[config.mk]
export PLATFORM = sky130hd
export DESIGN_NAME = multi_derived_clock
export DESIGN_NICKNAME = d
export VERILOG_FILES = /design/src/rtl/multi_derived_clock.sv
export SDC_FILE = /design/constraint.sdc
export NUM_CORES = 2
export LEC_CHECK = 0
export BUFFER_PORTS_ARGS = -buffer_cell sky130_fd_sc_hd__buf_2
export CAP_MARGIN = 10
export CORE_MARGIN = 10
export CORE_UTILIZATION = 48
export DETAILED_ROUTE_END_ITERATION = 8
export GPL_TIMING_DRIVEN = 1
export PLACE_DENSITY = 0.68
export REMOVE_ABC_BUFFERS = 1
export SYNTH_ARGS = -nofsm -noshare
export SYNTH_HDL_FRONTEND = slang
export SYNTH_SLANG_ARGS = --single-unit
[constraint.sdc]
create_clock -name clk -period 11 [get_ports clk]
set_clock_uncertainty 0.05 [all_clocks]
set_input_delay 2.2 -clock clk [delete_from_list [all_inputs] [get_ports clk]]
set_output_delay 2.2 -clock clk [all_outputs]
set_load 0.02 [all_outputs]
[src/rtl/multi_derived_clock.sv]
// Multi-channel programmable clock/strobe generator: one shared prescaler tick drives
// per-channel period/high/phase counters; config is shadowed and only swapped at wraps or loads.
module multi_derived_clock #(
  parameter int NCH   = 4,
  parameter int CNT_W = 32,
  parameter int PRE_W = 8
) (
  input  logic                 clk,
  input  logic                 rst_n,
  input  logic [PRE_W-1:0]     prescale,
  input  logic [NCH-1:0]       enable,
  input  logic                 sync,
  input  logic [NCH*CNT_W-1:0] period,
  input  logic [NCH*CNT_W-1:0] high_time,
  input  logic [NCH*CNT_W-1:0] phase,
  output logic [NCH-1:0]       output_clk,
  output logic [NCH-1:0]       rise_strobe,
  output logic [NCH-1:0]       fall_strobe
);

  logic [PRE_W-1:0] pre_cnt_q;
  logic [PRE_W-1:0] pre_cnt_d;
  logic             tick;

  // >= rather than == so that lowering prescale below the running count cannot stall us
  always_comb begin
    tick      = 1'b0;
    pre_cnt_d = pre_cnt_q + PRE_W'(1);
    if (sync) begin
      pre_cnt_d = '0;
    end else if (pre_cnt_q >= prescale) begin
      tick      = 1'b1;
      pre_cnt_d = '0;
    end
  end

  always_ff @(posedge clk) begin
    if (!rst_n) begin
      pre_cnt_q <= '0;
    end else begin
      pre_cnt_q <= pre_cnt_d;
    end
  end

  for (genvar gi = 0; gi < NCH; gi++) begin : g_ch
    logic [CNT_W-1:0] per_live;
    logic [CNT_W-1:0] high_live;
    logic [CNT_W-1:0] phase_live;
    logic [CNT_W-1:0] load_cnt;

    logic [CNT_W-1:0] cnt_q,     cnt_d;
    logic [CNT_W-1:0] per_sh_q,  per_sh_d;
    logic [CNT_W-1:0] high_sh_q, high_sh_d;
    logic             en_q;
    logic             out_q,     out_d;
    logic             rise_q,    fall_q;
    logic             load;
    logic [CNT_W:0]   nxt;

    assign per_live   = period[gi*CNT_W +: CNT_W];
    assign high_live  = high_time[gi*CNT_W +: CNT_W];
    assign phase_live = phase[gi*CNT_W +: CNT_W];
    assign load_cnt   = (phase_live < per_live) ? phase_live : '0;
    assign load       = enable[gi] & (sync | ~en_q);

    always_comb begin
      cnt_d     = cnt_q;
      per_sh_d  = per_sh_q;
      high_sh_d = high_sh_q;
      out_d     = out_q;
      nxt       = {1'b0, cnt_q} + (CNT_W+1)'(1);
      if (!enable[gi]) begin
        cnt_d = '0;
        out_d = 1'b0;
      end else if (load) begin
        per_sh_d  = per_live;
        high_sh_d = high_live;
        cnt_d     = load_cnt;
        out_d     = (per_live != '0) && (load_cnt < high_live);
      end else if (tick) begin
        // A zero shadow period wraps every tick, so live inputs keep being resampled
        if (nxt >= {1'b0, per_sh_q}) begin
          nxt       = '0;
          per_sh_d  = per_live;
          high_sh_d = high_live;
        end
        cnt_d = nxt[CNT_W-1:0];
        out_d = (per_sh_d != '0) && (nxt < {1'b0, high_sh_d});
      end
    end

    always_ff @(posedge clk) begin
      if (!rst_n) begin
        cnt_q     <= '0;
        per_sh_q  <= '0;
        high_sh_q <= '0;
        en_q      <= 1'b0;
        out_q     <= 1'b0;
        rise_q    <= 1'b0;
        fall_q    <= 1'b0;
      end else begin
        cnt_q     <= cnt_d;
        per_sh_q  <= per_sh_d;
        high_sh_q <= high_sh_d;
        en_q      <= enable[gi];
        out_q     <= out_d;
        rise_q    <= out_d & ~out_q;
        fall_q    <= ~out_d & out_q;
      end
    end

    assign output_clk[gi]  = out_q;
    assign rise_strobe[gi] = rise_q;
    assign fall_strobe[gi] = fall_q;
  end

endmodule

Word level (Yosys, flattened, before mapping)

Cells that the tools add are included.

Magnitude comparators: 17
Bitwise logic cells: 29
Multiplexer cells: 90
Reduce and logical (&&, ||, !) cells: 29
Add/sub/neg operators: 5

Operators by type and width:

| kind                  | count |
|---|---|
| $mux 32               | 60 |
| $mux 33               | 16 |
| $lt 32x32->1          | 8 |
| $reduce_bool 32->1    | 8 |
| $add 32x1->33 const B | 4 |
| $ge 33x32->1          | 4 |
| $lt 33x32->1          | 4 |
| $reduce_and 2->1      | 8 |
| $mux 1                | 14 |
| $not 1->1             | 13 |
| $and 1x1->1           | 12 |
| $add 8x1->8 const B   | 1 |
| $ge 8x8->1            | 1 |
| $logic_and 1x1->1     | 8 |
| $reduce_bool 2->1     | 4 |
| $or 1x1->1            | 4 |
| $reduce_or 3->1       | 1 |

Bits of input ports: 399
Flip-flop bits (word level): 408

Logic depth before layout (Yosys ltp)

Depth after elaboration: 13
Mapped depth: 29

Worst setup path after synthesis

No wires, ideal clock.

Kind: flip-flop to flip-flop
From: register g_ch[3].cnt_q[0]
To: register g_ch[3].fall_q
Data arrival time: 6.183 ns
Period minus slack after synthesis: 6.369 ns
Buffers on the path: 5
Cell stages (with the launch flop): 29
Required time: 10.814 ns
Path slack: 4.631 ns
Path through: dfxtp_1 ha_1 clkbuf_1 and4_4 and3_4 buf_6 and4_1 xnor2_1 inv_1 ha_1 and4_1 nand4_1 or4_1 o211ai_1 a2111o_1 buf_2 buf_2 buf_2 mux2i_1 ha_1 a21o_1 a21o_1 a2111oi_0 or3_1 a21oi_1 o41a_1 a2111oi_0 or3_1 a31oi_1

Word-level cells in the longest chain between the ends: 13
Elaborated cells between the ends (all ways): 22
Classes of those cells: 1 x add/sub; 2 x order compare; 15 x mux; 2 x bitwise; 2 x reduce/logical

RTL lines:

| item                                               | line | RTL |
|---|---|---|
| from (decl)                                        | 51   | `logic [CNT_W-1:0] cnt_q, cnt_d;` |
| from (signal assigned)                             | 102  | `cnt_q <= cnt_d;` |
| $add 32x1->33 *                                    | 71   | `nxt = {1'b0, cnt_q} + (CNT_W+1)'(1);` |
| $ge 33x32->1                                       | 82   | `if (nxt >= {1'b0, per_sh_q}) begin` |
| $mux 33 or $mux 32 (tied branches)                 | 82   |  |
| $mux 33 or $mux 32 (tied branches)                 | 80   | `end else if (tick) begin` |
| $mux 33 or $mux 32 (tied branches)                 | 75   | `end else if (load) begin` |
| $mux 33 or $mux 32 (tied branches)                 | 72   | `if (!enable[gi]) begin` |
| $lt 33x32->1 or $reduce_bool 32->1 (tied branches) | 88   | `out_d = (per_sh_d != '0) && (nxt < {1'b0, high_sh_d});` |
| $logic_and 1x1->1 *                                | 88   |  |
| $mux 1 *                                           | 80   |  |
| $mux 1 *                                           | 75   |  |
| $mux 1 *                                           | 72   |  |
| $not 1->1 *                                        | 108  | `fall_q <= ~out_d & out_q;` |
| $and 1x1->1 *                                      | 108  |  |
| to (signal assigned)                               | 108  |  |
| to (decl)                                          | 56   | `logic rise_q, fall_q;` |

Every way passes the cells marked *; elsewhere a longest branch is shown, timed or not. The select of a mux whose other input is x is not followed.
A chain may end at the register's enable or synchronous reset.

Final worst setup path

From: register g_ch[0].cnt_q[0]
To: register g_ch[0].fall_q

Word-level cells in the longest chain between the ends: 13
Elaborated cells between the ends (all ways): 22
Classes of those cells: 1 x add/sub; 2 x order compare; 15 x mux; 2 x bitwise; 2 x reduce/logical

RTL lines:

| item                                               | line |
|---|---|
| from (decl)                                        | 51 |
| from (signal assigned)                             | 102 |
| $add 32x1->33 *                                    | 71 |
| $ge 33x32->1                                       | 82 |
| $mux 33 or $mux 32 (tied branches)                 | 82 |
| $mux 33 or $mux 32 (tied branches)                 | 80 |
| $mux 33 or $mux 32 (tied branches)                 | 75 |
| $mux 33 or $mux 32 (tied branches)                 | 72 |
| $lt 33x32->1 or $reduce_bool 32->1 (tied branches) | 88 |
| $logic_and 1x1->1 *                                | 88 |
| $mux 1 *                                           | 80 |
| $mux 1 *                                           | 75 |
| $mux 1 *                                           | 72 |
| $not 1->1 *                                        | 108 |
| $and 1x1->1 *                                      | 108 |
| to (signal assigned)                               | 108 |
| to (decl)                                          | 56 |

Marks and branches as above.

==> results.json <==
{
  "outcome": "finished clean",
  "cp.required_ns": 11.41,
  "seq_area_frac_synth_pct": 23.86,
  "post-route-util_pct": 54.71,
  "grt_max_degree": 220,
  "cts_max_level": 2,
  "total_power_mw": 4.773,
  "coreArea_um2": 70390,
  "vias": 33172,
  "port_buffers": 410,
  "layout_setup_ws_ns": 3.608,
  "cellPowerDensity_nw_per_um2": 123.9,
  "final_area_um2": 38510,
  "die_h_um": 287.0,
  "critPathSlowestCell": "dfxtp_1",
  "postSynthCellCount": 4573,
  "ctsResizeCount": 0,
  "rows": 97,
  "final-max-slew-violation-count": 0,
  "synth-edff-count": 0,
  "ioPinCount": 411,
  "holdWs_ns": 0.4056,
  "wire_per_inst_um": 19.21,
  "antenna_left": 0,
  "worstSetupStartpointType": "flip-flop",
  "ys.flop_type": "dfxtp_1",
  "grt_overflow": 0,
  "fillerInstances": 6872,
  "hpwl_um": 87090,
  "grt_first_pass_wirelength_um": 175300,
  "drtIter0Drc": 2535,
  "syn-cell-area_um2": 34230,
  "slowest_delay_ns": 0.49,
  "cts_setup_buffers": 0,
  "hold_path.class": "reg -> reg",
  "ys_async_sr_fraction_pct": 0,
  "ys_types": 79,
  "yosys_warnings": 0,
  "initial_utilization_pct": 48.63,
  "max_cap_viol_count": 0,
  "synth_top_area_share_pct": 23.86,
  "dp_cells": 5711,
  "place_congestion": 0.9379,
  "yosysMostFrequentCell": "ha_1",
  "ir_drop_mv": 0.1175,
  "dieWidth_um": 287.0,
  "grt_pass1_vias": 31933,
  "pre_cts_ws_ns": 3.802,
  "clk_pin_slew_ns": 0.06,
  "synth_area_leaders": "dfxtp_1 (24%), ha_1 (19%), o21ai_0 (5.7%)",
  "drt_wl_total_um": 111600,
  "end_kind": "flip-flop",
  "p_leak_nw": 18.19,
  "clock_latency_ns": 0.61,
  "critPathKind": "reg -> reg",
  "setup_viol": 0,
  "critPathMaxFanout": 70,
  "ys_top_cells_by_count": "ha_1 (513), nand2_1 (497), inv_1 (491)",
  "finalHoldViolCount": 0,
  "worst_pin_slew_ns": 1.232,
  "grt.total_usage_pct": 26.02,
  "cts_made_buffers": 51,
  "drive_gt1_share_pct": 11.54,
  "period_needed_ns": 7.392,
  "die-area_um2": 82390,
  "rsz0062_at_grt": "false",
  "post-route-period-util_pct": 67.20,
  "clockBufferDepth": 3,
  "max_freq_mhz": 135.3,
  "crit_arrival_ns": 7.81,
  "syn_area_per_cell_um2": 7.485,
  "layout.nets": 5736,
  "routed_via_density": 5.712,
  "layout.cells.non_filler": 5807,
  "root_buffer": "clkbuf_16",
  "timing.setup.tns_ns": 0,
  "ctsHoldBuffers": 0,
  "antenna_found_initial": 18,
  "areaGrowthSynthToFinish_pct": 12.52,
  "drc": 0,
  "slew_headroom_pct": 17.59,
  "dpl_cell_area_um2": 36720,
  "synth_top_area_cell": "dfxtp_1",
  "cts_tree": "done",
  "drt_pass1_iterations": 6,
  "ys_seq_elements": 408,
  "clock-sinks": 408
}
==> where the power goes <==
group	switching (mW)	leakage (nW)	total [mW]	internal (mW)
Combinational	0.809	14.0	1.34	0.532
Sequential	0.0703	3.35	1.63	1.56
Clock	0.713	0.878	1.80	1.09
Total	1.59	18.2	4.77	3.18
==> worst paths after layout <==
| path | slack, ns | end | cells past startpoint | from |
|---|---|---|---|---|
| max | 3.61 | g_ch[0].fall_q | 26 | g_ch[0].cnt_q[0] |
| min | 0.41 | g_ch[2].high_sh_q[30] | 2 | g_ch[2].high_sh_q[30] |
| max reg2reg | 3.61 | g_ch[0].fall_q | 26 | g_ch[0].cnt_q[0] |
| min reg2reg | 0.41 | g_ch[2].high_sh_q[30] | 2 | g_ch[2].high_sh_q[30] |
==> cell usage in the layout, fill, tap and decap left out, types with 32 or more instances in the layout <==
master / Yosys / routed
buf_2: 44 / 409
dfxtp_1: 408 / 408
o211a_1: 32 / 32
inv_1: 491 / 491
a211oi_1: 52 / 52
xor2_1: 48 / 48
nand2_1: 497 / 495
and3_1: 57 / 57
nor2_1: 283 / 282
mux2i_1: 126 / 126
nand4_1: 126 / 126
nor2b_1: 80 / 79
a21oi_1: 235 / 233
ha_1: 513 / 513
nor4_1: 77 / 77
a21boi_0: 40 / 40
o21ai_0: 391 / 389
nand3_1: 270 / 270
xnor2_1: 78 / 78
nor3_1: 60 / 60
a21o_1: 67 / 67
and2_1: 105 / 105
clkbuf_16: 0 / 53
==> area by class of cell <==
type                            count  area, µm²  area share [%]
Sequential cell                   408       8168           21.21
Inverter                          492       1847           4.795
Timing Repair Buffer              438       2285           5.932
Antenna cell                        4      10.01         0.02599
Clock inverter                     24      291.5          0.7570
Clock buffer                       68       1493           3.876
Tap cell                          940       1176           3.054
Multi-Input combinational cell   3433      23240           60.35
==> cell families after synthesis <==
| family | synth area share (%) |
|---|---|
| and+or+nand+nor | 23.59 |
| buffers and inverters | 8.433 |
| AOI/OAI and AO/OA | 18.36 |
| DFF | 23.86 |
| muxes | 3.783 |
| xor gates and xnor gates | 3.224 |
| adders and majority gates | 18.75 |
==> flip-flops by register name, summed over array words and instances (netlist names) <==
| signal | count |
|---|---|
| g_ch.rise_q | 4 |
| g_ch.fall_q | 4 |
| g_ch.en_q | 4 |
| g_ch.cnt_q | 128 |
| g_ch.high_sh_q | 128 |
| g_ch.out_q | 4 |
| pre_cnt_q | 8 |
| g_ch.per_sh_q | 128 |
==> layer usage <==
layer,track usage [%],share of wire (%),routed length [µm]
met1,34.43,44,49460
met2,42.47,45,50550
met3,4.623,7.2,8029
met4,7.959,3.0,3374
met5,0,0.12,133
==> worst max-delay path: cells and delay by family (launching register included) <==
| family | cells | cell delay (ns) |
|---|---|---|
| compound gates | 9 | 2.41 |
| xor+xnor | 1 | 0.23 |
| fa+ha+maj | 3 | 0.88 |
| buf+inv | 2 | 0.51 |
| flops | 1 | 0.49 |
| mux | 1 | 0.39 |
| simple gates | 10 | 2.25 |
No activity file was read; power rests on OpenSTA's default activity.
